**config.mk**
```make
export PLATFORM = sky130hd
export DESIGN_NAME = alu_sequencer
export DESIGN_NICKNAME = d
export VERILOG_FILES = /design/src/rtl/alu_seq_pkg.sv /design/src/rtl/shifter16.sv /design/src/rtl/alu_sequencer.sv
export SDC_FILE = /design/constraint.sdc
export NUM_CORES = 1
export LEC_CHECK = 0
export CORE_ASPECT_RATIO = 1.5
export CORE_MARGIN = 5
export CORE_UTILIZATION = 42
export CTS_BUF_LIST = sky130_fd_sc_hd__clkbuf_4
export DETAILED_ROUTE_END_ITERATION = 10
export GPL_ROUTABILITY_DRIVEN = 0
export REMOVE_ABC_BUFFERS = 1
export SLEW_MARGIN = 15
export SYNTH_ARGS = -nofsm -noshare
export SYNTH_HDL_FRONTEND = slang
export SYNTH_SLANG_ARGS = --single-unit
export TNS_END_PERCENT = 100
```
**constraint.sdc**
```tcl
create_clock -name clk -period 3.08 [get_ports clk]
set_clock_uncertainty 0.15 [all_clocks]
set_input_delay 0.308 -clock clk [delete_from_list [all_inputs] [get_ports clk]]
set_output_delay 0.308 -clock clk [all_outputs]
set_load 0.02 [all_outputs]
```
**src/rtl/alu_seq_pkg.sv**
```systemverilog
`default_nettype none
// ============================================================================
// Module   : alu_seq_pkg
// Purpose  : Shared types and constants for the ALU instruction sequencer:
//            FSM state encoding, operand shift codes, ALU op codes and the
//            latched instruction record.
// Revision : 1.0  initial release
// ============================================================================
package alu_seq_pkg;

  // Datapath and register-file geometry
  localparam int REG_W    = 16;
  localparam int RF_DEPTH = 8;
  localparam int ADDR_W   = 3;

  // Sequencer states; one instruction visits all five in order
  typedef enum logic [2:0] {
    ST_IDLE   = 3'd0,
    ST_READ_A = 3'd1,
    ST_READ_B = 3'd2,
    ST_EXEC   = 3'd3,
    ST_WRITE  = 3'd4
  } state_e;

  // Operand-B shift codes
  localparam logic [1:0] SH_NONE = 2'b00;
  localparam logic [1:0] SH_LSL1 = 2'b01;
  localparam logic [1:0] SH_LSR1 = 2'b10;
  localparam logic [1:0] SH_ASR1 = 2'b11;

  // Op codes understood by the external ALU
  localparam logic [1:0] OP_ADD  = 2'b00;
  localparam logic [1:0] OP_SUB  = 2'b01;
  localparam logic [1:0] OP_AND  = 2'b10;
  localparam logic [1:0] OP_NOTB = 2'b11;

  // Instruction fields captured at the handshake
  typedef struct packed {
    logic [1:0]        op;
    logic [ADDR_W-1:0] rd;
    logic [ADDR_W-1:0] rn;
    logic [ADDR_W-1:0] rm;
    logic [1:0]        shift;
    logic              cmp;
  } instr_t;

endpackage : alu_seq_pkg
`default_nettype wire

```
**src/rtl/shifter16.sv**
```systemverilog
`default_nettype none
// ============================================================================
// Module   : shifter16
// Purpose  : Single-position operand shifter applied to operand B:
//            pass-through, logical left, logical right or arithmetic right.
// Revision : 1.0  initial release
// ============================================================================
module shifter16
  import alu_seq_pkg::*;
(
  input  logic [REG_W-1:0] din_i,
  input  logic [1:0]       sh_i,
  output logic [REG_W-1:0] dout_o
);

  // Select one of the four shifted views of the input word
  always_comb begin
    dout_o = din_i;
    case (sh_i)
      SH_NONE: dout_o = din_i;
      SH_LSL1: dout_o = {din_i[REG_W-2:0], 1'b0};
      SH_LSR1: dout_o = {1'b0, din_i[REG_W-1:1]};
      SH_ASR1: dout_o = {din_i[REG_W-1], din_i[REG_W-1:1]};
      default: dout_o = din_i;
    endcase
  end

endmodule : shifter16
`default_nettype wire

```
**src/rtl/alu_sequencer.sv**
```systemverilog
`default_nettype none
// ============================================================================
// Module   : alu_sequencer
// Purpose  : Five-state instruction sequencer around an external ALU.
//            Reads two operands from an 8 x 16 register file (operand B
//            optionally shifted), presents them to the ALU, captures the
//            result and flags, and writes the result back unless the
//            instruction is a compare. One instruction per five cycles.
// Revision : 1.0  initial release
// ============================================================================
module alu_sequencer
  import alu_seq_pkg::*;
(
  input  logic              clk,
  input  logic              rst_n,
  // instruction handshake and fields
  input  logic              instr_valid,
  output logic              instr_ready,
  input  logic [1:0]        alu_op,
  input  logic [ADDR_W-1:0] rd,
  input  logic [ADDR_W-1:0] rn,
  input  logic [ADDR_W-1:0] rm,
  input  logic [1:0]        shift,
  input  logic              cmp,
  // external register-file load
  input  logic              wr_en,
  input  logic [ADDR_W-1:0] wr_addr,
  input  logic [REG_W-1:0]  wr_data,
  // downstream ALU
  output logic [REG_W-1:0]  alu_ain,
  output logic [REG_W-1:0]  alu_bin,
  output logic [1:0]        alu_opc,
  input  logic [REG_W-1:0]  alu_out,
  input  logic              alu_z,
  input  logic              alu_n,
  input  logic              alu_v,
  // results
  output logic [REG_W-1:0]  result,
  output logic [2:0]        status,
  output logic              done
);

  // --------------------------------------------------------------------------
  // State
  // --------------------------------------------------------------------------
  state_e             state_q;
  instr_t             instr_q;
  logic [REG_W-1:0]   a_q;
  logic [REG_W-1:0]   b_q;
  logic [REG_W-1:0]   c_q;
  logic [2:0]         status_q;
  logic               done_q;
  logic               ready_q;
  logic [REG_W-1:0]   rf_q [RF_DEPTH];

  // Register-file write port, shared by external load and writeback
  logic               rf_we_d;
  logic [ADDR_W-1:0]  rf_waddr_d;
  logic [REG_W-1:0]   rf_wdata_d;

  // Read ports and shifted operand B
  logic [REG_W-1:0]   rf_rn_data;
  logic [REG_W-1:0]   rf_rm_data;
  logic [REG_W-1:0]   b_shifted;
  logic               handshake;

  assign handshake  = instr_valid && ready_q;
  assign rf_rn_data = rf_q[instr_q.rn];
  assign rf_rm_data = rf_q[instr_q.rm];

  shifter16 u_shifter (
    .din_i  (rf_rm_data),
    .sh_i   (instr_q.shift),
    .dout_o (b_shifted)
  );

  // --------------------------------------------------------------------------
  // Register-file write arbitration. The two sources never collide: external
  // loads are only honoured in IDLE and writeback only happens in WRITE.
  // --------------------------------------------------------------------------
  always_comb begin
    rf_we_d    = 1'b0;
    rf_waddr_d = wr_addr;
    rf_wdata_d = wr_data;
    if ((state_q == ST_IDLE) && wr_en) begin
      rf_we_d    = 1'b1;
      rf_waddr_d = wr_addr;
      rf_wdata_d = wr_data;
    end else if ((state_q == ST_WRITE) && !instr_q.cmp) begin
      rf_we_d    = 1'b1;
      rf_waddr_d = instr_q.rd;
      rf_wdata_d = c_q;
    end
  end

  // Register file storage, cleared by reset
  always_ff @(posedge clk or negedge rst_n) begin
    if (!rst_n) begin
      for (int i = 0; i < RF_DEPTH; i++) begin
        rf_q[i] <= '0;
      end
    end else if (rf_we_d) begin
      rf_q[rf_waddr_d] <= rf_wdata_d;
    end
  end

  // --------------------------------------------------------------------------
  // Sequencer FSM with operand/result registers and registered handshake
  // outputs. A and B are only ever loaded in their read states, so the ALU
  // inputs stay stable outside EXEC instead of dropping to zero.
  // --------------------------------------------------------------------------
  always_ff @(posedge clk or negedge rst_n) begin
    if (!rst_n) begin
      state_q  <= ST_IDLE;
      instr_q  <= '0;
      a_q      <= '0;
      b_q      <= '0;
      c_q      <= '0;
      status_q <= 3'b000;
      done_q   <= 1'b0;
      ready_q  <= 1'b1;
    end else begin
      done_q <= 1'b0;
      case (state_q)
        ST_IDLE: begin
          if (handshake) begin
            instr_q.op    <= alu_op;
            instr_q.rd    <= rd;
            instr_q.rn    <= rn;
            instr_q.rm    <= rm;
            instr_q.shift <= shift;
            instr_q.cmp   <= cmp;
            ready_q       <= 1'b0;
            state_q       <= ST_READ_A;
          end
        end
        ST_READ_A: begin
          a_q     <= rf_rn_data;
          state_q <= ST_READ_B;
        end
        ST_READ_B: begin
          b_q     <= b_shifted;
          state_q <= ST_EXEC;
        end
        ST_EXEC: begin
          c_q      <= alu_out;
          status_q <= {alu_z, alu_n, alu_v};
          done_q   <= 1'b1;
          state_q  <= ST_WRITE;
        end
        ST_WRITE: begin
          ready_q <= 1'b1;
          state_q <= ST_IDLE;
        end
        default: begin
          ready_q <= 1'b1;
          state_q <= ST_IDLE;
        end
      endcase
    end
  end

  // --------------------------------------------------------------------------
  // Outputs
  // --------------------------------------------------------------------------
  assign instr_ready = ready_q;
  assign alu_ain     = a_q;
  assign alu_bin     = b_q;
  assign alu_opc     = instr_q.op;
  assign result      = c_q;
  assign status      = status_q;
  assign done        = done_q;

endmodule : alu_sequencer
`default_nettype wire

```
==> results.yml, run 1 <==
timing:
  finalSetupTns_ps: 0
  hold_viol: 0
  slew_headroom: 0.459
  rsz0062_at_grt: "no"
  fmax_ghz: 0.357
  drv_slew: 0
  fin_crit_ps: 2800
  period_share: 0.909
  fin_hold_ws_ps: 147
  setup-violations-final: 0
  tightest_slew_ps: 809
yosys:
  ys_types: 34
  synthArstFlopShare: 1.00
  yosysSeqAreaShare: 0.501
  synth_area_leaders: "dfrtp_1 50%, mux2_2 20%, mux2i_1 7.8%"
  synth_area_um2: 9890
  synth-seq-cells: 198
  netlist.area_leader.share: 0.498
  synth_edf_count: 0
  synth.most_common_cell: "dfrtp_1"
  yosys_warnings: 0
  yosysTopAreaCell: "dfrtp_1"
  ys.flop_type: "dfrtp_1"
  synth_area_per_cell_um2: 13.9
  synthTopCellsByCount: "197 x dfrtp_1, 177 x mux2_2, 77 x mux2i_1"
  synthCells: 712
detailed_routing:
  wl_per_cell_um: 22.8
  wl_met2_um: 14000
  drc_errors: 0
  highest_layer: "met4"
  final_antenna_net_count: 0
  met1_length_um: 10500
  drt_iter0_markers: 453
  postRouteWirelength_um: 26300
  vias: 6542
  met3RoutedLength_um: 1170
  firstDrtPassIters: 4
  routed_via_density: 5.66
pwr:
  p_per_area_nw_per_um2: 1120
  fin_total_pwr_mw: 13.2
  vdd_drop_max_v: 0.000583
  swShare: 0.400
  leakagePower_nw: 4.88
  p_sw_mw: 5.28
  clkPwrFrac: 0.107
  power_frac_comb: 0.509
  intPower_mw: 7.94
  seq_power_share: 0.384
global_route:
  grt_max_degree: 95
  grt_pass1_wl_um: 41400
  grt_antenna_before_repair: 1
  track_usage: 0.203
  grt_pass1_vias: 7115
  gr-total-overflow: 0
critical_path:
  cp_max_fo: 16
  startpoint_type: "register"
  worst-r2r-cell-count: 4
  critPathArrivalTime_ps: 3130
  critPathCaptureType: "register"
  crit_type: "reg2reg"
  cp.required_ps: 3420
cts:
  clock-sinks: 198
  clk_pin_slew_ps: 170
  cts_buffers: 17
  cts_tree: "yes"
  htree_levels: 4
  worstSkewPairLatency_ps: 610
  cts_root_buf: "clkbuf_4"
  cts_buffer_depth: 2
finish:
  nNetsFinal: 882
  drive_gt1_frac: 0.352
  fillers: 2018
  fin_util: 0.509
  area_growth_pct: 19.2
  fin_cells: 1155
floorplan:
  pin_count: 111
  die_width_um: 135
  rows: 68
  core_um2: 23100
  initial_core_util: 0.427
  dieHeight_um: 198
  die-area_um2: 26800
run:
  cap_violations: 0
worst_hold_path:
  hold_class: "in2reg"
  whs_path_depth: 2
place:
  dp_hpwl_um: 17700
  io_buffer_count: 110
  place_inst: 1121
run_status:
  status: "finished clean"
[worst paths after layout]
kind | endpoint | startpoint | slack, ps
min in group asynchronous | result[10] | rst_n | 180
min | result[12] | alu_out[12] | 150
max in group asynchronous | instr_q[3] | rst_n | 1660
min reg2reg | instr_ready | instr_ready | 370
max reg2reg | rf_q[80] | state_q[0] | 280
max | rf_q[80] | state_q[0] | 280
[repair_timing]
action	4_1_cts	5_1_grt
hold buffers	1	0
gates resized for setup	1	0
setup endpoints to repair	6	0
buffers inserted	0	0
endpoints found under the hold margin	89	0
[through the flow]
stage	area [um2]	setup WS [ps]
4_1_cts	11800	284
2_1_floorplan	9630	-352
3_3_place_gp	11500	157
5_1_grt	11800	161
6_report	11800	282
3_5_place_dp	11500	8.74
[state kept, by name (all words and copies together) (netlist names)]
register	flops
instr_ready	1
alu_ain	16
alu_bin	16
status	3
done	1
result	16
alu_opc	2
instr_q	12
rf_q	128
state_q	3
[critical path, cell delays in order (launching register included)]
cell	delay, ps
dfrtp_1	540
nor4b_4	540
mux2i_2	570
nand4_4	470
mux2_2	420
[cell families (layout without fill, tap and decap cells)]
| logic type | after synthesis | count (layout) | synth area share |
|---|---|---|---|
| buffers and inverters | 51 | 178 | 0.0267 |
| AOI/OAI and AO/OA | 67 | 67 | 0.0485 |
| DFF | 198 | 198 | 0.501 |
| xor gates and xnor gates | 1 | 1 | 0.000886 |
| other | 0 | 1 | 0 |
| and+or+nand+nor | 102 | 102 | 0.0597 |
| muxes | 293 | 293 | 0.363 |
[per-layer routing]
layer,GRT usage,up-vias
li1,-,2931
met1,0.253,3407
met2,0.356,164
met3,0.0346,40
met4,0.0687,0
met5,0,-
[cell usage in the layout (no fill, tap or decap), types with 6 or more instances in the layout]
cell type	n
mux2i_1	77
mux2_2	177
nand3_1	42
clkdlybuf4s50_1	109
buf_4	29
buf_12	6
a41oi_1	14
mux4_2	34
clkbuf_4	18
nor2_1	38
a21oi_1	18
a22oi_1	30
dfrtp_1	195
[final cells by class]
class	instances	area, um2	share of cell area
Clock inverter	14	150	0.0127
Tap cell	315	394	0.0334
Sequential cell	198	4960	0.421
Timing Repair Buffer	146	1450	0.123
Multi-Input combinational cell	463	4690	0.398
Antenna cell	1	2.50	0.000212
Clock buffer	18	135	0.0115
[power groups by stage]
stage                     Combinational (mW)  Clock (mW)  Sequential (mW)
final                                   6.73        1.42             5.07
after global routing                    7.28        1.56             5.25
after CTS                               6.82        1.47             5.07
after detailed placement                6.79           0             5.13
after global placement                  6.67           0             5.01
after floorplan                         3.88           0             5.47
Note: power is estimated with default switching activity, not from simulation.
==> inputs of run 2 (changes only) <==
HOLD_SLACK_MARGIN = 0.1   (was unset)
PLACE_DENSITY_LB_ADDON = 0.15   (was unset)
==> results.yml, run 2 (synthesis results as in run 1) <==
run_status:
  status: "finished clean"
global_route:
  grt_pass1_wl_um: 41000
  grt_antenna_before_repair: 1
  met2_usage: 0.350
  top_usage_layer: "met2"
  grt_max_degree: 95
  grt_pass1_vias: 7100
  gr-total-overflow: 0
  grt_util_met1: 0.258
  track_usage: 0.201
  grtUsageMet3: 0.0336
cts:
  htree_levels: 4
  clock-sinks: 198
  worstSkewPairLatency_ps: 600
  cts_root_buf: "clkbuf_4"
  post_cts_resized: 0
  ctsHoldBuffers: 8
  cts_tree: "yes"
  post-cts-setup-buffers: 0
  clk_pin_slew_ps: 170
  cts_buffers: 17
  cts_buffer_depth: 2
worst_hold_path:
  hold_class: "in2reg"
timing:
  slew_headroom: 0.440
  setup-violations-final: 0
  period_share: 0.949
  fmax_ghz: 0.342
  drv_slew: 0
  hold_viol: 0
  fin_crit_ps: 2920
  tightest_slew_ps: 837
  finalSetupTns_ps: 0
  rsz0062_at_grt: "no"
detailed_routing:
  drc_errors: 0
  wl_per_cell_um: 22.4
  postRouteWirelength_um: 26100
  final_antenna_net_count: 0
  drt_iter0_markers: 365
  routed_via_density: 5.65
  vias: 6586
  firstDrtPassIters: 4
floorplan:
  die_width_um: 135
  initial_core_util: 0.427
  die-area_um2: 26800
  dieHeight_um: 198
  rows: 68
  core_um2: 23100
  pin_count: 111
finish:
  area_growth_pct: 19.7
  nNetsFinal: 892
  drive_gt1_frac: 0.351
  layout_commonest_cell: "dfrtp_1"
  final_cell_mix: "195 x dfrtp_1, 177 x mux2_2, 109 x clkdlybuf4s50_1"
  final_area_um2: 11800
  regMostFlops: "rf_q"
  largest_reg_flops: 128
run:
  cap_violations: 0
critical_path:
  cp.required_ps: 3400
  startpoint_type: "register"
  critPathArrivalTime_ps: 3250
  cp_max_fo: 16
  critPathCaptureType: "register"
  crit_type: "reg2reg"
place:
  dp_hpwl_um: 17600
  io_buffer_count: 110
  placed_area_um2: 11500
pwr:
  vdd_drop_max_v: 0.000710
  power_frac_comb: 0.509
  fin_total_pwr_mw: 13.2
  leakagePower_nw: 4.90
  seq_power_share: 0.383
  p_sw_mw: 5.28
  swShare: 0.400
  p_per_area_nw_per_um2: 1120
  intPower_mw: 7.92
  clkPwrFrac: 0.108
==> run 2: power groups by stage <==
stage | registers [mW] | logic [mW] | clock network [mW]
finish | 5.06 | 6.72 | 1.43
global route | 5.23 | 7.26 | 1.60
floorplan | 5.47 | 3.88 | 0
detailed placement | 5.11 | 6.77 | 0
global placement | 4.98 | 6.62 | 0
CTS | 5.04 | 6.79 | 1.50
==> run 2: worst max-delay path, stage by stage (launching register included) <==
cell     delay (ps)
dfrtp_1         530
nor4b_4         620
mux2i_1         710
nand4_2         180
buf_4           280
mux2_2          310
==> run 2: final cells by class <==
type	count	area, um2
diodes	1	2.50
clock buffers	17	128
clock inverters	15	168
fillers	2045	11300
multi-input cells	463	4690
flip-flops and latches	198	4960
well taps	315	394
repair buffers	156	1500
==> run 2: path summary, 6_finish.rpt <==
path,startpoint,endpoint,slack (ps),cells past startpoint
worst max register to register,state_q[1],rf_q[58],160,5
worst min-delay path,alu_out[5],result[5],160,2
worst max-delay path,state_q[1],rf_q[58],160,5
worst min register to register,instr_ready,instr_ready,370,2
min in group asynchronous,rst_n,rf_q[108],180,2
max in group asynchronous,rst_n,rf_q[112],1750,3
==> run 2: metrics by stage <==
| stage | hold slack (ps) | setup WS, ps | std cells | utilization |
|---|---|---|---|---|
| 3_5_place_dp | 291 | 201 | 1124 | 0.495 |
| 3_3_place_gp | 279 | 307 | 1124 | 0.495 |
| 5_1_grt | 107 | 2.38 | 1165 | 0.511 |
| 2_1_floorplan | -138 | -352 | 661 | - |
| 4_1_cts | 101 | 140 | 1164 | 0.511 |
| 6_report | 164 | 156 | 1165 | 0.511 |
==> run 2: metal layers <==
metal | wire length, um | vias up | share of wire
met3 | 889 | 31 | 0.034
met1 | 11000 | 3441 | 0.42
li1 | - | 2959 | -
met5 | 0 | - | 0
met2 | 13800 | 155 | 0.53
met4 | 419 | 0 | 0.016
